[config.mk]
export PLATFORM = sky130hd
export DESIGN_NAME = rr_select_arbiter
export DESIGN_NICKNAME = d
export VERILOG_FILES = /design/src/rtl/rr_select_arbiter_pkg.sv /design/src/rtl/rr_priority_pick.sv /design/src/rtl/rr_select_arbiter.sv
export SDC_FILE = /design/constraint.sdc
export NUM_CORES = 1
export LEC_CHECK = 0
export BUFFER_PORTS_ARGS = -buffer_cell sky130_fd_sc_hd__clkbuf_2
export CAP_MARGIN = 30
export CORE_UTILIZATION = 50
export CTS_CLUSTER_DIAMETER = 200
export DETAILED_ROUTE_END_ITERATION = 10
export PLACE_DENSITY = 0.67
export SYNTH_ARGS = -nofsm -noshare
export SYNTH_HDL_FRONTEND = slang
export SYNTH_SLANG_ARGS = --single-unit
[constraint.sdc]
create_clock -name clk -period 3.3 [get_ports clk]
set_input_delay 0.66 -clock clk [delete_from_list [all_inputs] [get_ports clk]]
set_output_delay 0.66 -clock clk [all_outputs]
set_load 0.005 [all_outputs]
[src/rtl/rr_select_arbiter_pkg.sv]
// Shared definitions for the round-robin select arbiter: FSM state encoding
// and a width helper that never returns zero for tiny ranges.
package rr_select_arbiter_pkg;

  typedef enum logic {
    IDLE = 1'b0,
    BUSY = 1'b1
  } state_t;

  // $clog2 returns 0 for n<=1 and 1 for n==2; a select bus needs at least one bit
  function automatic int selWidth(input int n);
    return (n > 2) ? $clog2(n) : 1;
  endfunction

endpackage

[src/rtl/rr_priority_pick.sv]
// Combinational rotating first-one finder: returns the first set request
// bit when scanning from i_ptr upward, wrapping at N-1 back to 0.
module rr_priority_pick #(
  parameter int N  = 5,
  parameter int SW = 3
) (
  input  logic [N-1:0]  i_req,
  input  logic [SW-1:0] i_ptr,
  output logic [SW-1:0] o_winner,
  output logic          o_any
);

  logic [SW:0] w_sum;

  // Scan offsets from the far end so the closest offset to i_ptr wins last
  always_comb begin
    o_winner = '0;
    o_any    = 1'b0;
    w_sum    = '0;
    for (int k = N - 1; k >= 0; k--) begin
      w_sum = {1'b0, i_ptr} + (SW + 1)'(k);
      if (w_sum >= (SW + 1)'(N)) begin
        w_sum = w_sum - (SW + 1)'(N);
      end
      if (i_req[w_sum[SW-1:0]]) begin
        o_winner = w_sum[SW-1:0];
        o_any    = 1'b1;
      end
    end
  end

endmodule

[src/rtl/rr_select_arbiter.sv]
// Round-robin arbiter producing a registered select index and one-hot grant
// for a downstream N:1 mux; grants are held until done, request drop or timeout.
module rr_select_arbiter
  import rr_select_arbiter_pkg::*;
#(
  parameter int N        = 5,
  parameter int MAX_HOLD = 16,
  localparam int SW      = selWidth(N)
) (
  input  logic          clk,
  input  logic          reset_n,
  input  logic [N-1:0]  req,
  input  logic          done,
  output logic [SW-1:0] sel,
  output logic [N-1:0]  gnt,
  output logic          grant_valid,
  output logic          timeout
);

  localparam int CW = selWidth(MAX_HOLD + 1);

  state_t        r_state;
  logic [SW-1:0] r_sel;
  logic [N-1:0]  r_gnt;
  logic          r_valid;
  logic          r_timeout;
  logic [SW-1:0] r_ptr;
  logic [CW-1:0] r_cnt;

  state_t        w_nextState;
  logic [SW-1:0] w_nextSel;
  logic [N-1:0]  w_nextGnt;
  logic          w_nextValid;
  logic          w_nextTimeout;
  logic [SW-1:0] w_nextPtr;
  logic [CW-1:0] w_nextCnt;
  logic [SW-1:0] w_winner;
  logic          w_any;
  logic          w_atLimit;
  logic          w_release;

  rr_priority_pick #(
    .N  (N),
    .SW (SW)
  ) u_pick (
    .i_req    (req),
    .i_ptr    (r_ptr),
    .o_winner (w_winner),
    .o_any    (w_any)
  );

  assign w_atLimit = (r_cnt == CW'(MAX_HOLD - 1));
  assign w_release = done || !req[r_sel] || w_atLimit;

  // timeout is registered, so it is raised on the edge that brings the counter
  // to its final value; an earlier release suppresses it
  always_comb begin
    w_nextState   = r_state;
    w_nextSel     = r_sel;
    w_nextGnt     = r_gnt;
    w_nextValid   = r_valid;
    w_nextTimeout = 1'b0;
    w_nextPtr     = r_ptr;
    w_nextCnt     = r_cnt;
    case (r_state)
      IDLE: begin
        if (w_any) begin
          w_nextState   = BUSY;
          w_nextSel     = w_winner;
          w_nextGnt     = N'(1) << w_winner;
          w_nextValid   = 1'b1;
          w_nextCnt     = '0;
          w_nextTimeout = (MAX_HOLD == 1);
        end
      end
      BUSY: begin
        if (w_release) begin
          w_nextState = IDLE;
          w_nextGnt   = '0;
          w_nextValid = 1'b0;
          w_nextPtr   = (r_sel == SW'(N - 1)) ? '0 : r_sel + 1'b1;
          w_nextCnt   = '0;
        end else begin
          if (r_cnt != CW'(MAX_HOLD)) begin
            w_nextCnt = r_cnt + 1'b1;
          end
          w_nextTimeout = ((r_cnt + 1'b1) == CW'(MAX_HOLD - 1));
        end
      end
      default: w_nextState = IDLE;
    endcase
  end

  always_ff @(posedge clk or negedge reset_n) begin
    if (!reset_n) begin
      r_state   <= IDLE;
      r_sel     <= '0;
      r_gnt     <= '0;
      r_valid   <= 1'b0;
      r_timeout <= 1'b0;
      r_ptr     <= '0;
      r_cnt     <= '0;
    end else begin
      r_state   <= w_nextState;
      r_sel     <= w_nextSel;
      r_gnt     <= w_nextGnt;
      r_valid   <= w_nextValid;
      r_timeout <= w_nextTimeout;
      r_ptr     <= w_nextPtr;
      r_cnt     <= w_nextCnt;
    end
  end

  assign sel         = r_sel;
  assign gnt         = r_gnt;
  assign grant_valid = r_valid;
  assign timeout     = r_timeout;

endmodule
### Yosys cells after proc, flatten, opt, wreduce, memory -nomap -nowiden

Index checks and enable logic that the tools add are counted.

| storage, ports and cells | value |
|---|---|
| bits of input ports | 8 |
| output and inout port bits | 10 |
| register bits after elaboration | 19 |
| word-level logic and storage cells | 88 |

| operators by class | value |
|---|---|
| equality and inequality tests | 7 |
| reductions and logical operators | 7 |
| add/sub/neg operators | 11 |
| $lt $le $gt $ge | 11 |
| muxes and demuxes | 43 |
| shift operators | 1 |
| bitwise operators | 1 |

Operators with widths:

| operator | count |
|---|---|
| 3-bit two-way mux | 11 |
| 5-bit two-way mux | 5 |
| 3-bit by 4-bit less-than comparator with 1-bit output, second input constant | 6 |
| 5-bit one-hot mux with 2 select lines | 2 |
| 1-bit binary-select mux with 3-bit select | 6 |
| 4-bit by 3-bit greater-or-equal comparator with 1-bit output, second input constant | 4 |
| 1-bit two-way mux | 16 |
| 3-bit subtractor, second input constant | 5 |
| 5-bit by 4-bit equality test with 1-bit output, second input constant | 2 |
| 3-bit by 2-bit adder with 4-bit output, second input constant | 2 |
| 2-bit AND reduction | 4 |
| 1-bit one-hot mux with 2 select lines | 3 |
| 5-bit by 1-bit adder with 5-bit output, second input constant | 1 |
| 5-bit inequality test, second input constant | 1 |
| 1-bit by 3-bit left shift with 5-bit output, first input constant | 1 |
| 3-bit by 1-bit adder with 4-bit output, second input constant | 1 |
| 3-bit by 3-bit adder with 4-bit output, second input constant | 1 |
| 2-bit by 1-bit inequality test with 1-bit output, second input constant | 2 |
| 3-bit by 1-bit adder with 3-bit output, second input constant | 1 |
| 3-bit equality test, second input constant | 1 |
| 3-bit greater-or-equal comparator, second input constant | 1 |
| 3-bit by 1-bit inequality test with 1-bit output, second input constant | 1 |
| 1-bit logical OR | 2 |
| 1-bit zero test | 1 |
| 1-bit inverter | 1 |

### Logic depth before layout (Yosys ltp)

Gate-level depths: netlist of the first run.

| logic depth | value |
|---|---|
| depth after elaboration | 13 |
| gate-level depth with buffers | 13 |
| depth with buffers taken out | 12 |

### Cells and area by module

From an unflattened synthesis of the first run, not the netlist that was laid out.

| unflattened totals | value |
|---|---|
| cell total of the unflattened synthesis | 249 |
| area total of the unflattened synthesis | 2180.8 um^2 |

By module, submodules not included:

| module | cells an instance | area each (um^2) | times used |
|---|---|---|---|
| rr_priority_pick | 152 | 1118.6 | 1 |
| rr_select_arbiter | 97 | 1062.3 | 1 |

### Least setup slack after synthesis of the first run

No wires, ideal clock.

| timing | value |
|---|---|
| path type | flip-flop to flip-flop |
| from | register r_ptr[0] |
| to | register r_gnt[2], in the netlist gnt[2] |
| data arrival time | 2.840 ns |
| library setup time | 0.103 ns |
| period minus slack after synthesis | 2.943 ns |
| required time | 3.197 ns |
| buffers on the path | 1 |
| cell stages (with the launch flop) | 13 |
| setup slack | 0.357 ns |
| cell sequence | dfrtp_1 > buf_6 > inv_2 > ha_1 > inv_1 > fa_1 > a21oi_1 > a21oi_1 > o211ai_1 > nand3_1 > o211ai_2 > a31oi_2 > o41ai_2 |

| on the way | value |
|---|---|
| word-level cells in the longest chain between the ends | 13 |

Ends and longest elaborated chain:

| what | line | source |
|---|---|---|
| start, declared | rr_select_arbiter.sv:27 | `logic [SW-1:0] r_ptr;` |
| start signal, assigned | rr_select_arbiter.sv:109 | `r_ptr <= w_nextPtr;` |
| 3-bit by 3-bit adder with 4-bit output | rr_priority_pick.sv:21 | `w_sum = {1'b0, i_ptr} + (SW + 1)'(k);` |
| 4-bit by 3-bit greater-or-equal comparator with 1-bit output or 3-bit subtractor (tied branches) | rr_priority_pick.sv:22, rr_priority_pick.sv:23 |  |
| 3-bit two-way mux | rr_priority_pick.sv:22 | `if (w_sum >= (SW + 1)'(N)) begin` |
| 1-bit binary-select mux with 3-bit select | rr_priority_pick.sv:25 | `if (i_req[w_sum[SW-1:0]]) begin` |
| 1-bit two-way mux (not written as such) | rr_priority_pick.sv:25 |  |
| 3-bit two-way mux (5 in a row) | rr_priority_pick.sv:25 |  |
| 1-bit by 3-bit left shift with 5-bit output | rr_select_arbiter.sv:70 | `w_nextGnt = N'(1) << w_winner;` |
| 5-bit two-way mux | rr_select_arbiter.sv:67 | `if (w_any) begin` |
| 5-bit one-hot mux with 2 select lines | rr_select_arbiter.sv:65 | `case (r_state)` |
| end signal, assigned | rr_select_arbiter.sv:106 | `r_gnt <= w_nextGnt;` |
| end, declared | rr_select_arbiter.sv:24 | `logic [N-1:0] r_gnt;` |

Parallel ways exist; a longest one is shown, timed or not. The select of a mux whose other input is x is not followed.
A chain may end at the register's enable or synchronous reset.

### Worst setup path after layout of the first run

| timing | value |
|---|---|
| from | register r_ptr[1] |
| to | register r_gnt[2], in the netlist gnt[2] |

The elaborated chain is that of the path after synthesis.

==> results of run 1 <==
per-stage QoR:
step,setup TNS [ps],util,area (um^2)
floorplan,0,-,2250
global placement,0,0.552,2390
detailed placement,0,0.552,2390
CTS,0,0.563,2430
global route,-25.6,0.569,2460
finish,0,0.569,2460
cells in the mapped netlist (4+ instances only):
cell,instances
sky130_fd_sc_hd__nand2_1,26
sky130_fd_sc_hd__dfrtp_1,19
sky130_fd_sc_hd__nor2_1,18
sky130_fd_sc_hd__a21oi_1,17
sky130_fd_sc_hd__inv_1,15
sky130_fd_sc_hd__ha_1,14
sky130_fd_sc_hd__o21ai_0,14
sky130_fd_sc_hd__mux2i_1,8
sky130_fd_sc_hd__nand2b_1,8
sky130_fd_sc_hd__nand3_1,7
sky130_fd_sc_hd__and3_1,5
sky130_fd_sc_hd__xnor2_1,5
sky130_fd_sc_hd__a21o_1,4
sky130_fd_sc_hd__a2bb2oi_1,4
sky130_fd_sc_hd__and2_1,4
sky130_fd_sc_hd__buf_6,4
sky130_fd_sc_hd__nor3_1,4
sky130_fd_sc_hd__o211ai_1,4
registers in the layout, summed over array words and instances (netlist names):
register     flops
r_ptr            3
sel              3
gnt              5
timeout          1
grant_valid      1
r_state          1
r_cnt            5
cells in the final DEF (no fill, tap or decap), types with 3 or more instances in the layout:
cell / netlist / routed
sky130_fd_sc_hd__nand2_1: 26 / 26
sky130_fd_sc_hd__nor2_1: 18 / 18
sky130_fd_sc_hd__dfrtp_1: 19 / 18
sky130_fd_sc_hd__a21oi_1: 17 / 17
sky130_fd_sc_hd__clkbuf_2: 0 / 17
sky130_fd_sc_hd__inv_1: 15 / 14
sky130_fd_sc_hd__o21ai_0: 14 / 14
sky130_fd_sc_hd__ha_1: 14 / 13
sky130_fd_sc_hd__nand2b_1: 8 / 8
sky130_fd_sc_hd__mux2i_1: 8 / 8
sky130_fd_sc_hd__buf_4: 2 / 7
sky130_fd_sc_hd__nand3_1: 7 / 6
sky130_fd_sc_hd__and3_1: 5 / 5
sky130_fd_sc_hd__xnor2_1: 5 / 5
sky130_fd_sc_hd__nor3_1: 4 / 4
sky130_fd_sc_hd__a21o_1: 4 / 4
sky130_fd_sc_hd__and2_1: 4 / 4
sky130_fd_sc_hd__o211ai_1: 4 / 4
sky130_fd_sc_hd__a2bb2oi_1: 4 / 4
sky130_fd_sc_hd__nor2b_1: 3 / 3
sky130_fd_sc_hd__and3b_1: 3 / 3
sky130_fd_sc_hd__o21ai_1: 3 / 3
sky130_fd_sc_hd__o22ai_1: 3 / 3
sky130_fd_sc_hd__o21a_1: 3 / 3
sky130_fd_sc_hd__o31ai_1: 3 / 3
sky130_fd_sc_hd__clkbuf_8: 0 / 3
final cells by class:
cell class              instances  area [um^2]  share of cell area
clock inverters                 1         5.00             0.00203
repair buffers                 25          158              0.0641
flip-flops and latches         19          477               0.194
well taps                      52         65.1              0.0264
multi-input cells             216         1650               0.671
inverters                      17         63.8              0.0259
clock buffers                   3         41.3              0.0168
routing by layer:
metal | wire (um) | global-route usage
met1 | 2690 | 0.351
met2 | 2500 | 0.379
met3 | 228 | 0.0322
met4 | 92 | 0.0658
met5 | 0 | 0
kinds of logic after synthesis:
group | after synthesis | share of synthesized area
AO/OA/AOI/OAI | 84 | 0.288
XOR/XNOR | 8 | 0.0345
adder cells (fa/ha/maj) | 15 | 0.0869
buffers and inverters | 26 | 0.0618
flip-flops | 19 | 0.212
multiplexers | 11 | 0.0573
AND/OR/NAND/NOR | 98 | 0.259
worst paths after layout:
| kind | end | slack [ps] | cells after the start |
|---|---|---|---|
| hold / removal | r_cnt[2]$_DFFE_PN0P_ | 340 | 1 |
| max in group asynchronous | r_ptr[2]$_DFFE_PN0P_ | 2610 | 1 |
| setup reg to reg | gnt[2]$_DFFE_PN0P_ | 100 | 10 |
| hold reg to reg | gnt[1]$_DFFE_PN0P_ | 480 | 2 |
| setup / recovery | gnt[2]$_DFFE_PN0P_ | 100 | 10 |
| min in group clk | gnt[1]$_DFFE_PN0P_ | 480 | 2 |
timing repair:
action / CTS / global route
endpoints found under the setup margin: 0 / 12
resized for setup: 0 / 5
buffers inserted: 0 / 1
==> out/qor.log, run 1 <==
qor: setup_path.critical_path.endpoint_type register
qor: setup_path.required 3460 ps
qor: setup_path.critPathArrivalTime 3350 ps
qor: synthesis.post_synth_instance_area 2250 um^2
qor: synthesis.post_synth.cell_area_avg 8.61 um^2
qor: clock_network.clock_latency 260 ps
qor: setup_path.setup.worst_path.start r_ptr[1]$_DFFE_PN0P_
qor: setup_path.worst-path-buf-inv 1
qor: detailed_routing.num_vias 2009
qor: clock_network.cts_hold_repair.buffers 0
qor: setup_path.cpMaxStageDelayCell sky130_fd_sc_hd__dfrtp_1
qor: layout.layout.nets 305
qor: die.floorplan.die.height 69.0 um
qor: global_routing.grt_first_pass_wirelength 9380 um
qor: global_routing.grt_max_degree 29
qor: layout.final_cell_count_no_fill 333
qor: job.max-cap-violations 0
qor: die.horiz_die_dim 69.0 um
qor: global_routing.antenna_found_initial 0
qor: die.placementRows 24
qor: synthesis.synth-seq-cells 19
qor: setup_path.timing.critical_path.cells ha_1, inv_1, fa_1, a21oi_1, a21oi_1, o211ai_1, nand3_2, o211ai_2, a31oi_2, o41ai_2
qor: synthesis.yosys-top-cells-area sky130_fd_sc_hd__dfrtp_1, sky130_fd_sc_hd__ha_1, sky130_fd_sc_hd__nand2_1
qor: timing.final_hold_viol_count 0
qor: layout.area_delta_synth_final 9.52%
qor: detailed_routing.post_drt_wl_per_cell 16.6 um
qor: clock_network.max-clock-path-buffers 2
qor: synthesis.yosysWarnings 0
qor: timing.maxClockFrequency 313 MHz
qor: setup_path.setup.worst_path.class reg2reg
qor: detailed_routing.antenna_violating_nets_post_route 0
qor: detailed_routing.detail_route.iter0.violations 174
qor: global_routing.grt_usage 0.242
qor: timing.layout_setup_ws 105 ps
qor: timing.holdWs 342 ps
qor: timing.final_period_minus_worst_setup_slack 3200 ps
qor: synthesis.netlist-cell-type-count 73
qor: timing.tightestPinTransition 480 ps
qor: synthesis.yosysSeqAreaShare 0.212
qor: die.floorplan.initialDensity 0.520
qor: layout.antenna-diode-count 0
qor: detailed_routing.vias_per_cell 6.03
qor: synthesis.synth_enable_flop_cells 0
qor: setup_path.crit_top_cell sky130_fd_sc_hd__a21oi_1
qor: synthesis.post-synth-top-area-fraction 0.212
qor: clock_network.tritoncts_clock_tree yes
qor: synthesis.synthesis.nets 284
qor: clock_network.cts.reportedPaths.clkPinSlew 80 ps
qor: setup_path.source_of_the_worst_register_to_register_timing_path r_ptr[1]$_DFFE_PN0P_
qor: clock_network.h-tree-depth 1
qor: detailed_routing.drt_pass_1_iters 4
qor: clock_network.cts-root-buf sky130_fd_sc_hd__clkbuf_8
qor: placed_design.dpl.hpwl 4400 um
qor: die.design.portCount 18
qor: timing.fin_worst_skew 6.43 ps
qor: die.die_area 4770 um^2
qor: timing.timing.final.crit_share 0.968
qor: global_routing.grt_overflow 0
qor: detailed_routing.routed_wl 5510 um
qor: synthesis.synth_top_cell_by_area sky130_fd_sc_hd__dfrtp_1
qor: placed_design.pre_cts_slack 63.0 ps
qor: clock_network.cts_buffers 3
qor: setup_path.cell_family_contributing_the_most_delay_on_the_critical_path compound AO/OA/AOI/OAI gates
qor: timing.finalMaxSlewViolations 0
qor: timing.slew-limit-headroom 0.680
qor: setup_path.slowest_stage_delay_cp 510 ps
qor: detailed_routing.remaining_drc_errors 0
qor: timing.report.final.setup_viol 0
qor: placed_design.placed_cells_incl_taps 328
qor: status.outcome complete, no violations
qor: setup_path.worstPathMaxFanout 7
qor: synthesis.synth_async_sr_flop_share 1.00
qor: setup_path.start_kind register
qor: layout.filler_cell_count 405
qor: hold_path.worstHoldPathType in2async
qor: placed_design.place.port_buffers 17
qor: placed_design.gp_routability_congestion 0.888
qor: layout.drive_above_1_share 0.224
qor: synthesis.syn-instance-count 261
qor: die.core_region_area 4320 um^2
qor: synthesis.synth-main-ff-cell sky130_fd_sc_hd__dfrtp_1
qor: clock_network.cts_num_sinks 19
qor: global_routing.vias_in_the_first_global_route 1958
Power of run 1 is not shown: default switching activity piles up to over one toggle a cycle in this logic, so the estimate is an artifact.
==> run 2: changes to the inputs <==
- BUFFER_PORTS_ARGS: -buffer_cell sky130_fd_sc_hd__clkbuf_2 -> -buffer_cell sky130_fd_sc_hd__buf_4
- CTS_CLUSTER_DIAMETER: 200 -> default
- PLACE_DENSITY: 0.67 -> 0.77
==> out/qor.log, run 2 (same netlist as run 1, synthesis figures left out) <==
qor: status.outcome complete, no violations
qor: die.floorplan.die.height 69.0 um
qor: setup_path.worst_r2r_endpoint r_cnt[1]$_DFFE_PN0P_
qor: layout.antenna-diode-count 0
qor: global_routing.grt_overflow 0
qor: timing.final_hold_viol_count 0
qor: setup_path.slowest_stage_delay_cp 480 ps
qor: die.placementRows 24
qor: setup_path.critical_path.endpoint_type register
qor: clock_network.cts_hold_repair.buffers 0
qor: die.floorplan.initialDensity 0.520
qor: placed_design.dpl.hpwl 4390 um
qor: timing.final_total_negative_setup_slack 0 ps
qor: global_routing.vias_in_the_first_global_route 1999
qor: setup_path.start_kind register
qor: placed_design.gp_routability_congestion 0.951
qor: setup_path.ff_to_ff_path_depth 11
qor: detailed_routing.drt_pass_1_iters 4
qor: setup_path.r2r_setup_slack 210 ps
qor: timing.timing.final.crit_share 0.937
qor: timing.maxClockFrequency 323 MHz
qor: timing.fin_worst_skew 1.18 ps
qor: hold_path.worstHoldPathType in2async
qor: clock_network.max-clock-path-buffers 2
qor: job.max-cap-violations 0
qor: detailed_routing.post_drt_wl_per_cell 16.9 um
qor: detailed_routing.vias_per_cell 6.10
qor: timing.slew-limit-headroom 0.645
qor: layout.final_util 0.582
qor: clock_network.cts-root-buf sky130_fd_sc_hd__clkbuf_8
qor: detailed_routing.detail_route.iter0.violations 194
qor: clock_network.tritoncts_clock_tree yes
qor: die.core_region_area 4320 um^2
qor: timing.final_period_minus_worst_setup_slack 3090 ps
qor: setup_path.cpMaxStageDelayCell sky130_fd_sc_hd__dfrtp_2
qor: timing.finalMaxSlewViolations 0
qor: timing.tightestPinTransition 527 ps
qor: layout.final_cell_mix sky130_fd_sc_hd__nand2_1, sky130_fd_sc_hd__buf_4, sky130_fd_sc_hd__nor2_1, sky130_fd_sc_hd__dfrtp_1, sky130_fd_sc_hd__a21oi_1
qor: die.horiz_die_dim 69.0 um
qor: detailed_routing.antenna_violating_nets_post_route 0
qor: setup_path.timing.critical_path.cells buf_4, ha_1, nor2_1, a2bb2oi_1, a2bb2oi_1, o221a_2, nand4bb_2, nor4_4, buf_4, nor4_1, o21bai_1
qor: layout.drive_above_1_share 0.230
qor: setup_path.critPathArrivalTime 3240 ps
qor: timing.grt_setup_unrepaired false
qor: clock_network.clock_latency 260 ps
qor: timing.report.final.setup_viol 0
qor: clock_network.cts_num_sinks 19
qor: clock_network.h-tree-depth 1
qor: die.die_area 4770 um^2
qor: global_routing.grt_usage 0.245
qor: setup_path.worstPathMaxFanout 9
qor: setup_path.setup.worst_path.class reg2reg
qor: die.design.portCount 18
qor: global_routing.grt_max_degree 29
qor: clock_network.cts_buffers 3
qor: clock_network.cts.reportedPaths.clkPinSlew 70 ps
qor: layout.layout.nets 306
qor: setup_path.required 3440 ps
qor: detailed_routing.num_vias 2038
qor: detailed_routing.routed_wl 5640 um
qor: placed_design.place.port_buffers 17
qor: layout.area_delta_synth_final 11.9%
qor: setup_path.source_of_the_worst_register_to_register_timing_path r_ptr[1]$_DFFE_PN0P_
qor: global_routing.antenna_found_initial 0
qor: detailed_routing.remaining_drc_errors 0
qor: global_routing.grt_first_pass_wirelength 9470 um
qor: layout.layout.cells.most_common sky130_fd_sc_hd__nand2_1
## run 2: timing repair
action                     4_1_cts  5_1_grt
gates resized for setup          0        7
setup endpoints to repair        0       13
buffers inserted                 0        2
## run 2: worst max path at each step
stage               depth (start not counted)            startpoint  slack [ps]              endpoint
finish                                     11  r_ptr[1]$_DFFE_PN0P_         210  r_cnt[1]$_DFFE_PN0P_
global route                               11  r_ptr[1]$_DFFE_PN0P_           2  r_cnt[1]$_DFFE_PN0P_
CTS                                        10  r_ptr[1]$_DFFE_PN0P_          90    gnt[2]$_DFFE_PN0P_
floorplan                                  12  r_ptr[0]$_DFFE_PN0P_         360    gnt[2]$_DFFE_PN0P_
global placement                           10  r_ptr[1]$_DFFE_PN0P_         160    gnt[4]$_DFFE_PN0P_
detailed placement                         10  r_ptr[1]$_DFFE_PN0P_         120    gnt[4]$_DFFE_PN0P_
## run 2: metrics by stage
stage,worst slack (ps),cell area [um^2],std cells,hold WS [ps]
2_1_floorplan,357,2250,261,364
3_3_place_gp,158,2430,328,470
3_5_place_dp,116,2430,328,479
4_1_cts,88.3,2470,332,268
5_1_grt,1.61,2510,334,278
6_report,207,2510,334,265
## run 2: cell type report
cell class                      instances  area (um^2)
Clock buffer                            4         45.0
Inverter                               17         63.8
Tap cell                               52         65.1
Fill cell                             402         1810
Multi-Input combinational cell        216         1660
Sequential cell                        19          477
Timing Repair Buffer                   26          208
## run 2: critical path: cells and delay by family (launching register included)
kind	cells	cell delay, ps
and+or+nand+nor	4	840
DFF	1	480
AOI/OAI and AO/OA	4	1030
adders and majority gates	1	260
buffers and inverters	2	370
## run 2: metal layers
metal | track usage | part of all wire | vias up
li1 | - | - | 999
met1 | 0.335 | 0.47 | 982
met2 | 0.402 | 0.47 | 45
met3 | 0.0336 | 0.035 | 12
met4 | 0.0748 | 0.021 | 0
met5 | 0 | 0 | -
Power of run 2 is left out for the same reason.
==> run 3: changes to the inputs <==
- MAX_ROUTING_LAYER: default -> met4
==> out/qor.log, run 3 (same netlist as run 1, synthesis figures left out) <==
qor: die.design.portCount 18
qor: timing.final_period_minus_worst_setup_slack 3110 ps
qor: global_routing.antenna_found_initial 0
qor: placed_design.gp_routability_congestion 0.920
qor: clock_network.h-tree-depth 1
qor: die.core_region_area 4320 um^2
qor: setup_path.start_kind register
qor: detailed_routing.routed_wl 5610 um
qor: layout.layout.nets 305
qor: detailed_routing.post_drt_wl_per_cell 16.9 um
qor: die.placementRows 24
qor: setup_path.ff_to_ff_path_depth 10
qor: clock_network.cts_buffers 3
qor: setup_path.critPathArrivalTime 3270 ps
qor: global_routing.fraction_of_met2_tracks_used_by_global_routing 0.411
qor: timing.slew-limit-headroom 0.684
qor: timing.maxClockFrequency 321 MHz
qor: clock_network.cts-root-buf sky130_fd_sc_hd__clkbuf_8
qor: timing.report.final.setup_viol 0
qor: hold_path.worstHoldPathType in2async
qor: detailed_routing.remaining_drc_errors 0
qor: clock_network.cts.reportedPaths.clkPinSlew 80 ps
qor: setup_path.critical_path.endpoint gnt[2]$_DFFE_PN0P_
qor: global_routing.grt_usage 0.255
qor: die.horiz_die_dim 69.0 um
qor: setup_path.source_of_the_worst_register_to_register_timing_path r_ptr[1]$_DFFE_PN0P_
qor: timing.fin_worst_skew 5.23 ps
qor: global_routing.groute.layer.met1.usage 0.324
qor: setup_path.setup.worst_path.class reg2reg
qor: layout.area_of_the_multi_input_gates 1640 um^2
qor: setup_path.r2r_setup_slack 190 ps
qor: global_routing.grt_first_pass_wirelength 9680 um
qor: clock_network.tritoncts_clock_tree yes
qor: detailed_routing.detail_route.iter0.violations 106
qor: setup_path.worstPathMaxFanout 10
qor: global_routing.grtUsageMet3 0.0307
qor: setup_path.worst_r2r_endpoint gnt[2]$_DFFE_PN0P_
qor: layout.layout.cells.most_common sky130_fd_sc_hd__nand2_1
qor: global_routing.grt_max_degree 29
qor: layout.drive_above_1_share 0.221
qor: status.outcome complete, no violations
qor: die.floorplan.die.height 69.0 um
qor: clock_network.clock_latency 260 ps
qor: detailed_routing.num_vias 2022
qor: layout.antenna-diode-count 0
qor: layout.final_util 0.574
qor: setup_path.setup.worst_path.start r_ptr[1]$_DFFE_PN0P_
qor: timing.finalMaxSlewViolations 0
qor: timing.tightestPinTransition 469 ps
qor: layout.regArea 475 um^2
qor: timing.final_hold_viol_count 0
qor: timing.grt_setup_unrepaired false
qor: job.max-cap-violations 0
qor: layout.filler_cell_count 412
qor: global_routing.vias_in_the_first_global_route 2043
qor: placed_design.place.port_buffers 17
qor: setup_path.required 3460 ps
qor: layout.final_cell_mix sky130_fd_sc_hd__nand2_1, sky130_fd_sc_hd__buf_4, sky130_fd_sc_hd__dfrtp_1
qor: die.floorplan.initialDensity 0.520
qor: detailed_routing.vias_per_cell 6.07
qor: clock_network.cts_num_sinks 19
qor: clock_network.max-clock-path-buffers 2
qor: detailed_routing.antenna_violating_nets_post_route 0
qor: detailed_routing.drt_pass_1_iters 4
qor: timing.timing.final.crit_share 0.943
qor: global_routing.grt_busiest_layer met2
qor: timing.final_total_negative_setup_slack 0 ps
qor: placed_design.dpl.hpwl 4340 um
qor: die.die_area 4770 um^2
qor: clock_network.cts_setup_buffers 0
qor: layout.area_delta_synth_final 10.4%
qor: setup_path.critical_path.endpoint_type register
qor: global_routing.grt_overflow 0
run 3: area by class of cell:
class                           instances  area share
Clock buffer                            3      0.0166
Clock inverter                          1     0.00202
Inverter                               17      0.0257
Multi-Input combinational cell        216       0.662
Sequential cell                        19       0.192
Tap cell                               52      0.0262
Timing Repair Buffer                   25      0.0756
run 3: repair_timing:
| action | in CTS | in global routing |
|---|---|---|
| gates resized for setup | 0 | 3 |
| hold buffers | 0 | 0 |
| endpoints found under the setup margin | 0 | 5 |
run 3: how the worst min path moves through the flow:
stage | end | startpoint | cells past startpoint
floorplan | gnt[0]$_DFFE_PN0P_ | reset_n | 0
global placement | gnt[3]$_DFFE_PN0P_ | gnt[3]$_DFFE_PN0P_ | 2
detailed placement | gnt[3]$_DFFE_PN0P_ | gnt[3]$_DFFE_PN0P_ | 2
CTS | gnt[2]$_DFFE_PN0P_ | reset_n | 1
global route | gnt[2]$_DFFE_PN0P_ | reset_n | 1
finish | gnt[0]$_DFFE_PN0P_ | reset_n | 1
run 3: metal layers:
metal	routed length, um	part of all wire
met3	187	0.033
met1	2500	0.45
met4	156	0.028
met2	2770	0.49
met5	0	0
run 3: through the flow:
stage | hold WS (ps) | setup slack, ps | std cells | cell area [um^2]
after floorplan | 364 | 357 | 261 | 2250
after global placement | 472 | 228 | 329 | 2420
after detailed placement | 473 | 201 | 329 | 2420
after CTS | 277 | 172 | 333 | 2470
after global routing | 275 | 23.9 | 333 | 2480
final | 261 | 187 | 333 | 2480
run 3: critical path, stage by stage (launching register included):
cell	delay, ps
sky130_fd_sc_hd__dfrtp_1	460
sky130_fd_sc_hd__inv_1	240
sky130_fd_sc_hd__ha_2	410
sky130_fd_sc_hd__and2_1	270
sky130_fd_sc_hd__a221oi_2	280
sky130_fd_sc_hd__and3_4	230
sky130_fd_sc_hd__o21bai_4	130
sky130_fd_sc_hd__mux2_4	320
sky130_fd_sc_hd__o211ai_2	170
sky130_fd_sc_hd__a31oi_2	170
sky130_fd_sc_hd__o41ai_2	350
Power of run 3 is left out for the same reason.
